[src/rtl/mtm_alu_pkg.sv]
// Shared definitions for the MTM ALU serial front end: frame layout, error
// flag positions, legal operations and CRC parameters.
package mtm_alu_pkg;

    typedef enum logic [2:0] {
        OP_AND = 3'b000,
        OP_OR  = 3'b001,
        OP_ADD = 3'b100,
        OP_SUB = 3'b101
    } operation_t;

    typedef enum logic [1:0] {
        ST_IDLE = 2'd0,
        ST_TYPE = 2'd1,
        ST_DATA = 2'd2,
        ST_STOP = 2'd3
    } state_t;

    localparam int ERR_DATA_BIT = 2;
    localparam int ERR_CRC_BIT  = 1;
    localparam int ERR_OP_BIT   = 0;

    // start + type + payload + stop
    localparam int FRAME_LEN = 11;
    localparam int DATA_BITS = FRAME_LEN - 3;

    localparam logic TYPE_DATA = 1'b0;
    localparam logic TYPE_CMD  = 1'b1;

    localparam logic [3:0] DATA_BYTES_EXP = 4'd8;
    localparam logic [3:0] DATA_CNT_MAX   = 4'd9;

    localparam int         CRC_DATA_W = 68;
    localparam logic [3:0] CRC_SEED   = 4'h0;
    localparam logic [3:0] CRC_POLY   = 4'b0011;

    function automatic logic op_is_valid(input logic [2:0] op);
        case (op)
            OP_AND, OP_OR, OP_ADD, OP_SUB: op_is_valid = 1'b1;
            default:                       op_is_valid = 1'b0;
        endcase
    endfunction

endpackage

[src/rtl/mtm_alu_crc4.sv]
// Combinational CRC4 (x^4+x+1) over a 68-bit vector, MSB first, with seed.
// Kept standalone so the result path can reuse it.
module mtm_alu_crc4
    import mtm_alu_pkg::*;
(
    input  logic [CRC_DATA_W-1:0] data_i,
    input  logic [3:0]            seed_i,
    output logic [3:0]            crc_o
);

    logic [3:0] crc;
    logic       fb;

    always_comb begin
        crc = seed_i;
        fb  = 1'b0;
        for (int i = CRC_DATA_W - 1; i >= 0; i--) begin
            fb  = crc[3] ^ data_i[i];
            crc = {crc[2:0], 1'b0} ^ (fb ? CRC_POLY : 4'h0);
        end
        crc_o = crc;
    end

endmodule

[src/rtl/mtm_alu_deserializer.sv]
// Serial frame receiver: assembles DATA bytes into {B,A}, validates the CMD
// byte (count, CRC, opcode) and presents one result pulse per packet.
module mtm_alu_deserializer
    import mtm_alu_pkg::*;
(
    input  logic        clk,
    input  logic        rst_n,
    input  logic        sin,
    output logic        out_valid,
    output logic [31:0] out_A,
    output logic [31:0] out_B,
    output logic [2:0]  out_op,
    output logic [2:0]  out_err,
    output logic        frame_err
);

    state_t      state_q, state_d;
    logic [2:0]  bit_cnt_q;
    logic        type_q;
    logic [7:0]  byte_q;
    logic [3:0]  dcnt_q;
    logic [63:0] ba_q;

    logic        out_valid_q, frame_err_q;
    logic [31:0] out_a_q, out_b_q;
    logic [2:0]  out_op_q, out_err_q;

    logic        data_accept, cmd_accept, stop_bad;
    logic [3:0]  crc_calc;
    logic [2:0]  err_d;

    // ---------------- FSM: state register ----------------
    always_ff @(posedge clk or negedge rst_n) begin
        if (!rst_n) state_q <= ST_IDLE;
        else        state_q <= state_d;
    end

    // ---------------- FSM: next state ----------------
    always_comb begin
        state_d = state_q;
        unique case (state_q)
            ST_IDLE: if (!sin) state_d = ST_TYPE;
            ST_TYPE: state_d = ST_DATA;
            ST_DATA: if (bit_cnt_q == 3'(DATA_BITS - 1)) state_d = ST_STOP;
            ST_STOP: state_d = ST_IDLE;
            default: state_d = ST_IDLE;
        endcase
    end

    // ---------------- FSM: outputs ----------------
    always_comb begin
        data_accept = 1'b0;
        cmd_accept  = 1'b0;
        stop_bad    = 1'b0;
        if (state_q == ST_STOP) begin
            stop_bad    = !sin;
            data_accept = sin && (type_q == TYPE_DATA);
            cmd_accept  = sin && (type_q == TYPE_CMD);
        end
    end

    // Frame payload capture
    always_ff @(posedge clk or negedge rst_n) begin
        if (!rst_n) begin
            bit_cnt_q <= '0;
            type_q    <= 1'b0;
            byte_q    <= '0;
        end else if (state_q == ST_TYPE) begin
            type_q    <= sin;
            bit_cnt_q <= '0;
        end else if (state_q == ST_DATA) begin
            byte_q    <= {byte_q[6:0], sin};
            bit_cnt_q <= bit_cnt_q + 3'd1;
        end
    end

    // Packet assembly; a stop-bit violation drops everything gathered so far
    always_ff @(posedge clk or negedge rst_n) begin
        if (!rst_n) begin
            dcnt_q <= '0;
            ba_q   <= '0;
        end else if (cmd_accept || stop_bad) begin
            dcnt_q <= '0;
            ba_q   <= '0;
        end else if (data_accept) begin
            ba_q   <= {ba_q[55:0], byte_q};
            dcnt_q <= (dcnt_q == DATA_CNT_MAX) ? DATA_CNT_MAX : dcnt_q + 4'd1;
        end
    end

    mtm_alu_crc4 u_crc4 (
        .data_i ( {ba_q, 1'b1, byte_q[6:4]}),
        .seed_i (CRC_SEED),
        .crc_o  (crc_calc)
    );

    // A wrong byte count makes the CRC/op fields meaningless, so it masks them
    always_comb begin
        err_d = '0;
        if (dcnt_q != DATA_BYTES_EXP) begin
            err_d[ERR_DATA_BIT] = 1'b1;
        end else begin
            err_d[ERR_CRC_BIT] = (crc_calc != byte_q[3:0]);
            err_d[ERR_OP_BIT]  = !op_is_valid(byte_q[6:4]);
        end
    end

    always_ff @(posedge clk or negedge rst_n) begin
        if (!rst_n) begin
            out_valid_q <= 1'b0;
            frame_err_q <= 1'b0;
            out_a_q     <= '0;
            out_b_q     <= '0;
            out_op_q    <= '0;
            out_err_q   <= '0;
        end else begin
            out_valid_q <= cmd_accept;
            frame_err_q <= stop_bad;
            if (cmd_accept) begin
                out_err_q <= err_d;
                out_op_q  <= byte_q[6:4];
                out_a_q   <= (err_d == 3'b000) ? ba_q[31:0]  : 32'h0;
                out_b_q   <= (err_d == 3'b000) ? ba_q[63:32] : 32'h0;
            end
        end
    end

    assign out_valid = out_valid_q;
    assign frame_err = frame_err_q;
    assign out_A     = out_a_q;
    assign out_B     = out_b_q;
    assign out_op    = out_op_q;
    assign out_err   = out_err_q;

endmodule

[config.mk]
export PLATFORM = sky130hd
export DESIGN_NAME = mtm_alu_deserializer
export DESIGN_NICKNAME = d
export VERILOG_FILES = /design/src/rtl/mtm_alu_pkg.sv /design/src/rtl/mtm_alu_crc4.sv /design/src/rtl/mtm_alu_deserializer.sv
export SDC_FILE = /design/constraint.sdc
export NUM_CORES = 1
export LEC_CHECK = 0
export ABC_CLOCK_PERIOD_IN_PS = 10900
export BUFFER_PORTS_ARGS = -buffer_cell sky130_fd_sc_hd__clkbuf_2
export CAP_MARGIN = 20
export CORE_ASPECT_RATIO = 1.2
export CORE_UTILIZATION = 47
export CTS_CLUSTER_SIZE = 40
export DETAILED_ROUTE_END_ITERATION = 8
export GPL_TIMING_DRIVEN = 1
export PLACE_DENSITY = 0.66
export SLEW_MARGIN = 10
export SYNTH_ARGS = -nofsm -noshare
export SYNTH_HDL_FRONTEND = slang
export SYNTH_SLANG_ARGS = --single-unit
[constraint.sdc]
create_clock -name clk -period 10.9 [get_ports clk]
set_clock_uncertainty 0.2 [all_clocks]
set_input_delay 0.545 -clock clk [delete_from_list [all_inputs] [get_ports clk]]
set_output_delay 0.545 -clock clk [all_outputs]
set_load 0.02 [all_outputs]
# Yosys cells after proc, flatten, opt, wreduce, memory -nomap -nowiden
# Index checks and enable logic that the tools add are counted.
# word_totals
ram_bits	0
n_memories	0
regBits	154
output_inout_bits	72
latch_bits	0
mem_bits_ro	0
# classes
mul	0
magnitude_cmp	0
div_mod_pow	0
shift	0
add_sub_neg	2
mux	87
eq_ne	12
bitwise_logic	135
n_reduce_logical	13
# op_table
op	count
$xor A4 B4 Y4	67
$mux W2	71
$mux W64	2
$xor A1 B1 Y1	65
$mux W32	2
$mux W4	3
$eq A3 B3 Y1 const B	3
$pmux W2 S4	1
$logic_not A3 Y1	2
$mux W1	6
$mux W3	2
$add A4 B1 Y4 const B	1
$eq A2 B2 Y1 const B	2
$eq A4 B4 Y1 const B	1
$ne A2 B2 Y1 const B	2
$ne A4 B4 Y1	1
$ne A4 B4 Y1 const B	1
$reduce_and A2 Y1	2
$reduce_bool A2 Y1	2
$reduce_or A4 Y1	1
$add A3 B1 Y3 const B	1
$eq A3 B1 Y1 const B	1
$eq A2 B1 Y1 const B	1
$logic_and A1 B1 Y1	2
5 further kinds	7

# Depth between registers and ports, before layout
# logic_depth
ltp_word	204
ltp_mapped	10
ltp_nobuf	9

# By module
# A second synthesis with hierarchy kept.
# unflattened
cells_unflattened	706
hier_area_um2	7890.1
# by_module_without_submodules
module	area_each_um2	cells_each	instances	seq_area_each_um2
mtm_alu_deserializer	6570.1	600	1	3853.7
mtm_alu_crc4	1320.0	106	1	0.0

# Worst setup path before layout
# OpenSTA, ideal clock, no wires.
# synth_path
kind	register -> register
from	register ba_q[32]
to	register out_a_q[0] (netlist: out_A[0])
path_slack_ns	6.572
arrival_time_ns	4.062
period_less_slack_ns	4.328
path_stages_with_launch	11
path_buffers	1
path_cell_list	dfrtp_1 xnor2_1 xnor3_1 xnor3_2 xnor3_2 xnor3_1 xnor3_1 or3_4 a2111oi_4 buf_6 a22o_1
# synth_between
elab_chain_len	66
elab_cells_between_ends	108
# synth_lines
item	line_no	text
from (decl)	mtm_alu_deserializer.sv:22	logic [63:0] ba_q;
from (signal assigned)	mtm_alu_deserializer.sv:86	ba_q <= {ba_q[55:0], byte_q};
$xor A1 B1 Y1 *	mtm_alu_crc4.sv:18	fb = crc[3] ^ data_i[i];
$mux W2 *	mtm_alu_crc4.sv:19	crc = {crc[2:0], 1'b0} ^ (fb ? CRC_POLY : 4'h0);
$xor A4 B4 Y4 * (3 in a row)	mtm_alu_crc4.sv:19	
$xor A1 B1 Y1	mtm_alu_crc4.sv:18	
$mux W2	mtm_alu_crc4.sv:19	
$xor A4 B4 Y4 * (3 in a row)	mtm_alu_crc4.sv:19	
$xor A1 B1 Y1	mtm_alu_crc4.sv:18	
$mux W2	mtm_alu_crc4.sv:19	
[44 not listed]	-	
$xor A4 B4 Y4 * (3 in a row)	mtm_alu_crc4.sv:19	
$xor A1 B1 Y1	mtm_alu_crc4.sv:18	
$mux W2	mtm_alu_crc4.sv:19	
$xor A4 B4 Y4 *	mtm_alu_crc4.sv:19	
$ne A4 B4 Y1 *	mtm_alu_deserializer.sv:103	err_d[ERR_CRC_BIT] = (crc_calc != byte_q[3:0]);
$mux W2 *	mtm_alu_deserializer.sv:100	if (dcnt_q != DATA_BYTES_EXP) begin
$logic_not A3 Y1 *	mtm_alu_deserializer.sv:122	out_a_q <= (err_d == 3'b000) ? ba_q[31:0] : 32'h0;
$mux W32 *	mtm_alu_deserializer.sv:122	
to (signal assigned)	mtm_alu_deserializer.sv:122	
to (decl)	mtm_alu_deserializer.sv:25	logic [31:0] out_a_q, out_b_q;
# Mark *: on every way between the ends. The rest lies on a longest branch, timed or not.
# A chain may end at the register's enable or synchronous reset.

# Final worst setup path
# layout_path
from	register ba_q[32]
to	register out_b_q[10] (netlist: out_B[10])
# layout_between
elab_chain_len	66
elab_cells_between_ends	108
# layout_lines
item	line_no	text
$xor A1 B1 Y1 *	mtm_alu_crc4.sv:18	
$mux W2 *	mtm_alu_crc4.sv:19	
$xor A4 B4 Y4 * (3 in a row)	mtm_alu_crc4.sv:19	
$xor A1 B1 Y1	mtm_alu_crc4.sv:18	
$mux W2	mtm_alu_crc4.sv:19	
$xor A4 B4 Y4 * (3 in a row)	mtm_alu_crc4.sv:19	
$xor A1 B1 Y1	mtm_alu_crc4.sv:18	
$mux W2	mtm_alu_crc4.sv:19	
[44 not listed]	-	
$xor A4 B4 Y4 * (3 in a row)	mtm_alu_crc4.sv:19	
$xor A1 B1 Y1	mtm_alu_crc4.sv:18	
$mux W2	mtm_alu_crc4.sv:19	
$xor A4 B4 Y4 *	mtm_alu_crc4.sv:19	
$ne A4 B4 Y1 *	mtm_alu_deserializer.sv:103	
$mux W2 *	mtm_alu_deserializer.sv:100	
$logic_not A3 Y1 *	mtm_alu_deserializer.sv:123	out_b_q <= (err_d == 3'b000) ? ba_q[63:32] : 32'h0;
$mux W32 *	mtm_alu_deserializer.sv:123	
to (signal assigned)	mtm_alu_deserializer.sv:123	
to (decl)	mtm_alu_deserializer.sv:25	
# Marked as above.

==> flow_metrics.tcl <==
set metrics [dict create \
    syn_inst 615 \
    grt_max_degree 136 \
    synthMuxAreaShare_pct 1.88 \
    cts_resized 0 \
    place_hpwl_um 10300 \
    vias 4728 \
    synthArstFlopShare_pct 100 \
    synthAdderAreaFrac_pct 1.41 \
    routed_wirelength_um 15200 \
    synth_edf_count 0 \
    regArea_sq_mm 0.00385 \
    n_antenna_cell 0 \
    firstDrtPassIters 6 \
    grt_pass1_vias 4696 \
    postCtsSetupRepairBufs 0 \
    netlist.area_leader.share_pct 54.2 \
    grt_pass1_wl_um 25200 \
    cts_tree "yes" \
    antenna_found_initial 0 \
    outcome "complete, no violations" \
    syn_avg_cell_area_sq_um 11.6 \
    synth_fp_nets 626 \
    timing.critical_path.mode_cell "xnor3_1" \
    nets 692 \
    timing.final.max_slew_violations 0 \
    vias_per_cell 5.29 \
    root_buffer "clkbuf_16" \
    synthTopCellsByCount "dfrtp_1, inv_1, o21ai_0, nand3_1" \
    place_congestion 0.822 \
    syn_area_sq_mm 0.00710 \
    synthTopCellsByArea "dfrtp_1, a22o_1, xnor2_1" \
    die_h_um 137 \
    route.detailed.drc 0 \
    die_width_um 114 \
    numCtsBuffers 17 \
    synth_top_family_by_area "XOR/XNOR gates" \
    num_rows 48 \
    pin_count 75 \
    fin_crit_sh_pct 40.9 \
    core_area_sq_mm 0.0146 \
    ant_nets 0 \
    htreeDepth 4 \
    clkSinkCount 154 \
    io_buffers 74 \
    fmax_mhz 224 \
    path_clk_slew_ns 0.06 \
    drv_cap 0 \
    grt_setup_unrepaired "no" \
    nFillCells 1230 \
    cp-end-kind "flip-flop" \
    clk_path_buf_depth 2 \
    yosys_warnings 0 \
    hold_class "input pin to flip-flop" \
    worst-path-buf-inv 1 \
    drt_iter0_drc 243 \
    area.growth.synth_to_final_pct 17.6 \
    worst_pin_slew_ns 0.742 \
    synth_compound_area_share_pct 14.3 \
    overflow 0 \
    path_class "flip-flop to flip-flop" \
    cp_slowest_cell "dfrtp_1" \
    finalSetupTns_ns 0 \
    period_needed_ns 4.46 \
    hold_viol 0 \
    grt_use_total_pct 21.1 \
    worst-path-max-fanout 34 \
    ys_seq_elements 154 \
    start_kind "flip-flop" \
    synth_cell_types 35 \
    wire_per_inst_um 17.0 \
    max_slew_margin_pct 50.5 \
    synth_most_common_cell "dfrtp_1" \
    initial_core_util_pct 48.7 \
    synthFlopType "dfrtp_1" \
    crit_chain "xnor2_1, xnor3_1, xnor3_2, xnor3_2, xnor3_1, xnor3_1, or3_4, a2111oi_4, buf_4, a22o_1" \
    synth_top_area_cell "dfrtp_1" \
    clock_latency_ns 0.42 \
    synth_xor_area_share_pct 15.2 \
    multi_input_area_sq_mm 0.00282 \
    max_stage_delay_ns 0.43 \
    die-area_sq_mm 0.0156 \
    seq_area_frac_synth_pct 54.2 \
    cp.arrival_ns 4.62 \
    drive_gt1_share_pct 19.2 \
    critPathTopFamily "XOR/XNOR gates" \
    setup_violations 0 \
    synth_simple_gate_area_share_pct 6.59 \
    worst_ep_required_time_ns 11.06 \
]
## sequential cells by signal, summed over array words and instances (netlist names)
name and cells:
out_op 3, out_B 32, ba_q 64, dcnt_q 4
type_q 1, frame_err 1, out_valid 1, byte_q 8
state_q 2, bit_cnt_q 3, out_err 3, out_A 32
## worst register-to-register path: cells and delay by family, from the launching register on
family	cells	cell delay, ns
XOR/XNOR	6	2.40
flip-flops	1	0.43
AO/OA/AOI/OAI	2	0.57
buffers and inverters	1	0.39
AND/OR/NAND/NOR	1	0.42
## cell type report
| type | instances | area share, % |
|---|---|---|
| clock buffers | 20 | 5.58 |
| clock inverters | 12 | 2.53 |
| inverters | 73 | 3.28 |
| multi-input cells | 352 | 33.8 |
| flip-flops and latches | 154 | 46.1 |
| well taps | 200 | 2.99 |
| repair buffers | 83 | 5.73 |
## path summary, 6_finish.rpt
path                       cells after the start            to  slack (ns)      start
setup / recovery                              10     out_B[10]        6.44   ba_q[32]
hold / removal                                 2     byte_q[0]        0.26        sin
setup reg to reg                              10     out_B[10]        6.44   ba_q[32]
hold reg to reg                                2     out_op[0]        0.29  out_op[0]
max in group asynchronous                      4  bit_cnt_q[2]        8.87      rst_n
min in group asynchronous                      2      out_B[5]        0.50      rst_n
## placed cells by master, fill, tap and decap left out, types with 3 or more instances in the layout
cell type    n
dfrtp_1    154
inv_1       73
clkbuf_2    73
o21ai_0     72
nand3_1     65
xnor2_1     64
a22o_1      64
clkbuf_16   17
xnor3_1     15
nand2_1     12
mux2_2      11
xor2_1       7
ha_1         7
buf_4        6
nor2_1       5
clkinv_4     5
bufinv_16    5
xnor3_2      3
a21oi_1      3
clkbuf_8     3
## metrics by stage
step / hold slack [ns] / instances / worst slack, ns / instance area, sq um / utilization [%]
floorplan: 0.0494 / 615 / 6.57 / 7100 / -
global placement: 0.263 / 859 / 6.57 / 7620 / 52.2
detailed placement: 0.276 / 859 / 6.43 / 7620 / 52.2
CTS: 0.250 / 892 / 6.41 / 8310 / 56.9
global route: 0.274 / 894 / 6.25 / 8360 / 57.3
finish: 0.264 / 894 / 6.44 / 8360 / 57.3
## timing repair
item,CTS,global route
hold buffers,1,0
endpoints found under the setup margin,0,0
hold endpoints to repair,73,0
## per-layer routing
layer,GRT usage (%),wire length (um)
met1,28.0,6560
met2,34.8,7780
met3,4.56,566
met4,6.64,278
met5,0,0
## logic make-up after synthesis
kind of cell               count (synthesis)
DFF                                      154
AOI/OAI and AO/OA                        147
buffers and inverters                    109
and+or+nand+nor                           94
xor gates and xnor gates                  91
muxes                                     12
adders and majority gates                  8
Power is not shown: default switching activity piles up to over one toggle a cycle in this logic, so the estimate is an artifact.
